`src/rtl/pwm_3phase_center_if.sv`:
```
// Sample handshake and gate-drive bundle between the inverse Clarke stage,
// the center-aligned PWM block and the inverter gate drivers.
interface pwm_3phase_center_if #(
   parameter int D_WIDTH = 32
) ();
   logic                      in_valid;
   logic                      in_ready;
   logic signed [D_WIDTH-1:0] a;
   logic signed [D_WIDTH-1:0] b;
   logic signed [D_WIDTH-1:0] c;
   logic [2:0]                pwm_h;
   logic [2:0]                pwm_l;
   logic                      period_start;

   modport master (
      output in_valid, a, b, c,
      input  in_ready, pwm_h, pwm_l, period_start
   );

   modport slave (
      input  in_valid, a, b, c,
      output in_ready, pwm_h, pwm_l, period_start
   );
endinterface

```
`src/rtl/pwm_3phase_center.sv`:
```
// Center-aligned 3-phase PWM: triangle carrier, valley-synchronised double-buffered
// duties and per-leg dead-time insertion on complementary gate outputs.
module pwm_3phase_center #(
   parameter int D_WIDTH   = 32,
   parameter int Q_BITS    = 10,
   parameter int CNT_WIDTH = 16,
   parameter int PERIOD    = 1000,
   parameter int DEADTIME  = 10
) (
   input logic                 clk,
   input logic                 rst,
   pwm_3phase_center_if.slave  bus
);
   localparam int PW   = 2 * D_WIDTH;
   localparam int DT_W = (DEADTIME < 1) ? 1 : $clog2(DEADTIME + 1);

   localparam logic [CNT_WIDTH-1:0] PERIOD_C = CNT_WIDTH'(PERIOD);
   localparam logic [CNT_WIDTH-1:0] HALF_C   = CNT_WIDTH'(PERIOD / 2);
   localparam logic signed [PW-1:0] PERIOD_W = PW'(PERIOD);
   localparam logic signed [PW-1:0] HALF_W   = PW'(PERIOD / 2);
   localparam logic [DT_W-1:0]      DT_C     = DT_W'(DEADTIME);

   typedef enum logic {EMPTY, FULL} buf_state_t;

   // Phase voltage to compare value: half period offset plus scaled voltage, floored, clamped.
   function automatic logic [CNT_WIDTH-1:0] map_duty(input logic signed [D_WIDTH-1:0] v);
      logic signed [PW-1:0] prod;
      logic signed [PW-1:0] val;
      prod = PW'(v) * PERIOD_W;
      val  = (prod >>> (Q_BITS + 1)) + HALF_W;
      if (val[PW-1]) begin
         map_duty = '0;
      end else if (val > PERIOD_W) begin
         map_duty = PERIOD_C;
      end else begin
         map_duty = val[CNT_WIDTH-1:0];
      end
   endfunction

   logic [CNT_WIDTH-1:0] cnt_reg;
   logic [CNT_WIDTH-1:0] cnt_next;
   logic                 up_reg;
   logic                 up_next;
   logic                 valley;

   buf_state_t state_reg;
   buf_state_t state_next;
   logic       ready;
   logic       load_pend;
   logic       transfer;

   logic signed [D_WIDTH-1:0] phase_in [3];

   assign phase_in[0] = bus.a;
   assign phase_in[1] = bus.b;
   assign phase_in[2] = bus.c;

   assign valley           = (cnt_reg == '0);
   assign bus.period_start = valley & ~rst;
   assign bus.in_ready     = ready;

   always_comb begin
      cnt_next = cnt_reg;
      up_next  = up_reg;
      if (up_reg) begin
         if (cnt_reg == PERIOD_C) begin
            cnt_next = cnt_reg - 1'b1;
            up_next  = 1'b0;
         end else begin
            cnt_next = cnt_reg + 1'b1;
         end
      end else begin
         if (cnt_reg == '0) begin
            cnt_next = cnt_reg + 1'b1;
            up_next  = 1'b1;
         end else begin
            cnt_next = cnt_reg - 1'b1;
         end
      end
   end

   always_ff @(posedge clk) begin
      if (rst) begin
         cnt_reg <= '0;
         up_reg  <= 1'b1;
      end else begin
         cnt_reg <= cnt_next;
         up_reg  <= up_next;
      end
   end

   // Shadow buffer: one pending sample, released into the active compares at the valley.
   always_ff @(posedge clk) begin
      if (rst) begin
         state_reg <= EMPTY;
      end else begin
         state_reg <= state_next;
      end
   end

   always_comb begin
      state_next = state_reg;
      case (state_reg)
         EMPTY:   if (bus.in_valid) state_next = FULL;
         FULL:    if (valley)       state_next = EMPTY;
         default: state_next = EMPTY;
      endcase
   end

   always_comb begin
      ready     = (state_reg == EMPTY) & ~rst;
      load_pend = ready & bus.in_valid;
      transfer  = (state_reg == FULL) & valley;
   end

   for (genvar gi = 0; gi < 3; gi++) begin : g_phase
      logic [CNT_WIDTH-1:0] pend_reg;
      logic [CNT_WIDTH-1:0] act_reg;
      logic                 raw;
      logic                 raw_q_reg;
      logic [DT_W-1:0]      dt_reg;
      logic [DT_W-1:0]      dt_next;
      logic                 h_reg;
      logic                 l_reg;

      assign raw = (act_reg == PERIOD_C) | (cnt_reg < act_reg);

      always_ff @(posedge clk) begin
         if (rst) begin
            pend_reg <= '0;
            act_reg  <= HALF_C;
         end else begin
            if (load_pend) pend_reg <= map_duty(phase_in[gi]);
            if (transfer)  act_reg  <= pend_reg;
         end
      end

      // Any change of the registered raw level restarts the blanking interval.
      always_comb begin
         dt_next = dt_reg;
         if (raw != raw_q_reg) begin
            dt_next = DT_C;
         end else if (dt_reg != '0) begin
            dt_next = dt_reg - 1'b1;
         end
      end

      always_ff @(posedge clk) begin
         if (rst) begin
            raw_q_reg <= 1'b0;
            dt_reg    <= DT_C;
            h_reg     <= 1'b0;
            l_reg     <= 1'b0;
         end else begin
            raw_q_reg <= raw;
            dt_reg    <= dt_next;
            h_reg     <= (dt_next == '0) & raw;
            l_reg     <= (dt_next == '0) & ~raw;
         end
      end

      assign bus.pwm_h[gi] = h_reg;
      assign bus.pwm_l[gi] = l_reg;
   end
endmodule
```
`src/flat_wrapper.sv`:
```
// flat-port wrapper written by rule: the top's interface ports become plain ports
module pwm_3phase_center_flat 
#(
   parameter int D_WIDTH   = 32,
   parameter int Q_BITS    = 10,
   parameter int CNT_WIDTH = 16,
   parameter int PERIOD    = 1000,
   parameter int DEADTIME  = 10
)
  (clk, rst, bus_in_valid, bus_a, bus_b, bus_c, bus_in_ready, bus_pwm_h, bus_pwm_l, bus_period_start);
  pwm_3phase_center_if #(.D_WIDTH(D_WIDTH)) bus_i ();
  input logic clk;
  input logic rst;
  input wire logic [$bits(bus_i.in_valid)-1:0] bus_in_valid;
  input wire logic [$bits(bus_i.a)-1:0] bus_a;
  input wire logic [$bits(bus_i.b)-1:0] bus_b;
  input wire logic [$bits(bus_i.c)-1:0] bus_c;
  output wire logic [$bits(bus_i.in_ready)-1:0] bus_in_ready;
  output wire logic [$bits(bus_i.pwm_h)-1:0] bus_pwm_h;
  output wire logic [$bits(bus_i.pwm_l)-1:0] bus_pwm_l;
  output wire logic [$bits(bus_i.period_start)-1:0] bus_period_start;
  assign bus_i.in_valid = bus_in_valid;
  assign bus_i.a = bus_a;
  assign bus_i.b = bus_b;
  assign bus_i.c = bus_c;
  assign bus_in_ready = bus_i.in_ready;
  assign bus_pwm_h = bus_i.pwm_h;
  assign bus_pwm_l = bus_i.pwm_l;
  assign bus_period_start = bus_i.period_start;
  pwm_3phase_center #(.D_WIDTH(D_WIDTH), .Q_BITS(Q_BITS), .CNT_WIDTH(CNT_WIDTH), .PERIOD(PERIOD), .DEADTIME(DEADTIME)) u_core (.clk(clk), .rst(rst), .bus(bus_i));
endmodule
```
`config.mk`:
```
export PLATFORM = sky130hd
export DESIGN_NAME = pwm_3phase_center_flat
export DESIGN_NICKNAME = d
export VERILOG_FILES = /design/src/rtl/pwm_3phase_center_if.sv /design/src/rtl/pwm_3phase_center.sv /design/src/flat_wrapper.sv
export SDC_FILE = /design/constraint.sdc
export NUM_CORES = 2
export LEC_CHECK = 0
export BUFFER_PORTS_ARGS = -buffer_cell sky130_fd_sc_hd__buf_4
export CORE_MARGIN = 2
export CORE_UTILIZATION = 35
export CTS_CLUSTER_SIZE = 28
export DETAILED_ROUTE_END_ITERATION = 8
export GPL_ROUTABILITY_DRIVEN = 0
export SYNTH_ARGS = -nofsm -noshare
export SYNTH_HDL_FRONTEND = slang
export SYNTH_SLANG_ARGS = --single-unit
```
`constraint.sdc`:
```
create_clock -name clk -period 13.25 [get_ports clk]
set_input_delay 0 -clock clk [delete_from_list [all_inputs] [get_ports clk]]
set_output_delay 0 -clock clk [all_outputs]
set_load 0.02 [all_outputs]
```
==> run_results.csv <==
group,metric,value,unit
outcome,outcome,"finished, final reports clean",
die,ios,107,
sta,finalSetupTns,0,ns
critical_path,path_cells,"buf_4, inv_1, fa_1, fa_1, inv_1, fa_1, inv_1, fa_1, inv_1, ha_1, nand2_1, o21ai_0, mux2i_1, nand3_1, nor3b_1, nand2_1, or4_4, nor4_1, mux2i_1, a22oi_1, nor4_2, nor3_2, a221o_1",
die,core_area,80200,um^2
synthesis,synth-async-reset-ratio,0,%
clock_tree,cts_sinks,135,
final_layout,drive_above_1_share,5.97,%
critical_path,cp-end-kind,"register",
die,dieArea,83000,um^2
synthesis,netlist.area_leader.share,25.8,%
detailed_routing,wl_per_cell,13.6,um
synthesis,syn_area_per_cell,8.29,um^2
sta,hold-worst-slack,0.0137,ns
final_layout,register_area,2700,um^2
synthesis,ys_ff_latch,135,
synthesis,yosys_warnings,0,
critical_path,arrival,6.79,ns
synthesis,synthFlopType,"dfxtp_1",
critical_path,reg2reg_slack,9.96,ns
synthesis,synth_most_common_cell,"inv_1",
sta,period_needed,6.50,ns
critical_path,crit_end,"u_core.g_phase[0].pend_reg[5]",
die,initial_core_util,35.2,%
synthesis,synthTopCellsByArea,"fa_1 (26%), ha_1 (17%), inv_1 (10%)",
detailed_routing,drc,0,
final_layout,design_area,30600,um^2
final_layout,fill_cells,8405,
run,maxCapViolCount,0,
critical_path,slowest_delay,0.57,ns
clock_tree,cts_made_buffers,17,
clock_tree,post_cts_buffers,0,
die,die_w,288,um
critical_path,cp_num_cells,23,
sta,fin_skew,0.0171,ns
global_route,grt_max_degree,51,
final_layout,nets,4280,
sta,finalMaxSlewViolations,0,
clock_tree,cts_resized,0,
global_route,antenna_found_initial,0,
synthesis,synthCells,3408,
sta,rsz0062_at_grt,"false",
clock_tree,insertion_delay,0.42,ns
synthesis,ys_seq_area_share,9.57,%
placement,dp_hpwl,52800,um
critical_path,cpLargestDelayFamily,"adder cells",
global_route,grt_pass1_vias,22800,
detailed_routing,wl,61500,um
global_route,overflow,0,
sta,slew_headroom,30.6,%
synthesis,synth_area,28200,um^2
global_route,grt_pass1_wl,109000,um
synthesis,synth_nets,4250,
synthesis,synth_top_area_cell,"fa_1",
critical_path,rr_endpoint,"u_core.g_phase[1].dt_reg[1]",
clock_tree,root_buffer,"clkbuf_16",
sta,final_hold_viol_count,0,
detailed_routing,drt_iter0_drc,1139,
final_layout,area_delta_synth_final,8.17,%
clock_tree,clk_pin_slew,0.06,ns
clock_tree,tritoncts,"yes",
synthesis,synth_cell_types,98,
detailed_routing,vias,22200,
critical_path,worst_setup_path_start_kind,"primary input",
die,die_y,288,um
sta,max_clock_freq,154,MHz
global_route,grt_use_total,15.4,%
clock_tree,clk_path_buf_depth,2,
placement,dpl-instance-area,30000,um^2
sta,fin_crit_sh,49.0,%
critical_path,cp_slowest_cell,"or4_4",
critical_path,crit_start,"bus_a[22]",
clock_tree,cts_hold_buf,0,
critical_path,worst_r2r_path_depth,13,
sta,setup-violations-final,0,
critical_path,worstSetupPathType,"primary input to register",
die,row_count,104,
critical_path,r2r-start,"u_core.cnt_reg[1]",
critical_path,cp.buffers_inverters,5,
final_layout,diodes,0,
detailed_routing,drt-pass1-iter-count,6,
critical_path,crit_required,13.54,ns
synthesis,synth_edf_count,0,
critical_path,critPathMaxFanout,12,
detailed_routing,antenna_left,0,
sta,worst_pin_slew,1.03,ns
final_layout,multiInputGateArea,22300,um^2
hold_path,hp-class,"primary input to register",
synthesis,synthTopCellsByCount,"inv_1 (757), ha_1 (379), fa_1 (364), nand2_1 (293), a21oi_1 (173)",
clock_tree,htreeDepth,4,
detailed_routing,vias_per_cell,4.93,
placement,io_buffers,106,
==> cell type report <==
cell class,instances,share of cell area (%)
Sequential cell,135,8.84
Tap cell,1060,4.34
Inverter,757,9.30
Clock buffer,17,1.39
Multi-Input combinational cell,2416,72.8
Clock inverter,15,0.549
Timing Repair Buffer,111,2.73
==> layout by cell type (no fill, tap or decap), types with 39 or more instances in the layout <==
cell type | synthesis | layout
xnor2_1 | 89 | 89
nand2_1 | 293 | 293
ha_1 | 379 | 379
o21ai_0 | 98 | 98
dfxtp_1 | 135 | 135
xor2_1 | 52 | 52
nor3_1 | 72 | 72
fa_1 | 364 | 364
nor2_1 | 140 | 139
buf_4 | 11 | 111
and2_1 | 39 | 39
a21oi_1 | 173 | 173
nand3_1 | 61 | 61
a21o_1 | 72 | 72
nand4_1 | 53 | 53
inv_1 | 757 | 757
==> cells by family after synthesis <==
kind of cell,count (synthesis),share of synthesized area (%)
AOI/OAI and AO/OA,613,14.7
xor gates and xnor gates,141,4.37
buffers and inverters,857,11.6
DFF,135,9.57
adders and majority gates,743,42.6
and+or+nand+nor,892,16.2
muxes,27,0.992
==> worst reg2reg max path: stages (launching register included) <==
cell and delay (ns):
dfxtp_1 0.61, ha_1 0.33, a21o_1 0.15, a21o_1 0.17
a21o_1 0.18, a21o_1 0.17, a21o_1 0.17, a21o_1 0.17
a21o_1 0.17, a21oi_1 0.14, o21ai_0 0.10, o21a_1 0.26
xnor2_1 0.22, or3_1 0.36
==> how the worst min path moves through the flow <==
| stage | end | slack, ns | depth (start not counted) | start |
|---|---|---|---|---|
| floorplan | u_core.state_reg | 0.18 | 2 | bus_in_valid |
| global placement | bus_pwm_l[2] | 0.42 | 1 | u_core.g_phase[2].l_reg |
| detailed placement | bus_pwm_l[2] | 0.42 | 1 | u_core.g_phase[2].l_reg |
| CTS | u_core.g_phase[1].raw_q_reg | 0.009 | 2 | rst |
| global route | u_core.g_phase[1].act_reg[0] | 0.03 | 2 | rst |
| finish | u_core.g_phase[1].raw_q_reg | 0.01 | 2 | rst |
==> per-stage QoR <==
stage / worst slack (ns) / util (%) / cells
finish: 6.75 / 38.1 / 4511
global route: 6.12 / 38.1 / 4511
detailed placement: 6.35 / 37.4 / 4479
global placement: 6.38 / 37.4 / 4479
floorplan: 7.16 / - / 3408
CTS: 6.72 / 38.1 / 4511
==> layer usage <==
layer / vias to the layer above / wire (um) / GRT usage (%)
li1: 11300 / - / -
met1: 10700 / 30800 / 21.7
met2: 262 / 29100 / 26.4
met3: 16 / 1440 / 1.41
met4: 0 / 186 / 1.44
met5: - / 0 / 0
Power is left out: the tool's default activity adds up to more than one toggle a clock period on the data nets, which glitch-free logic cannot reach.
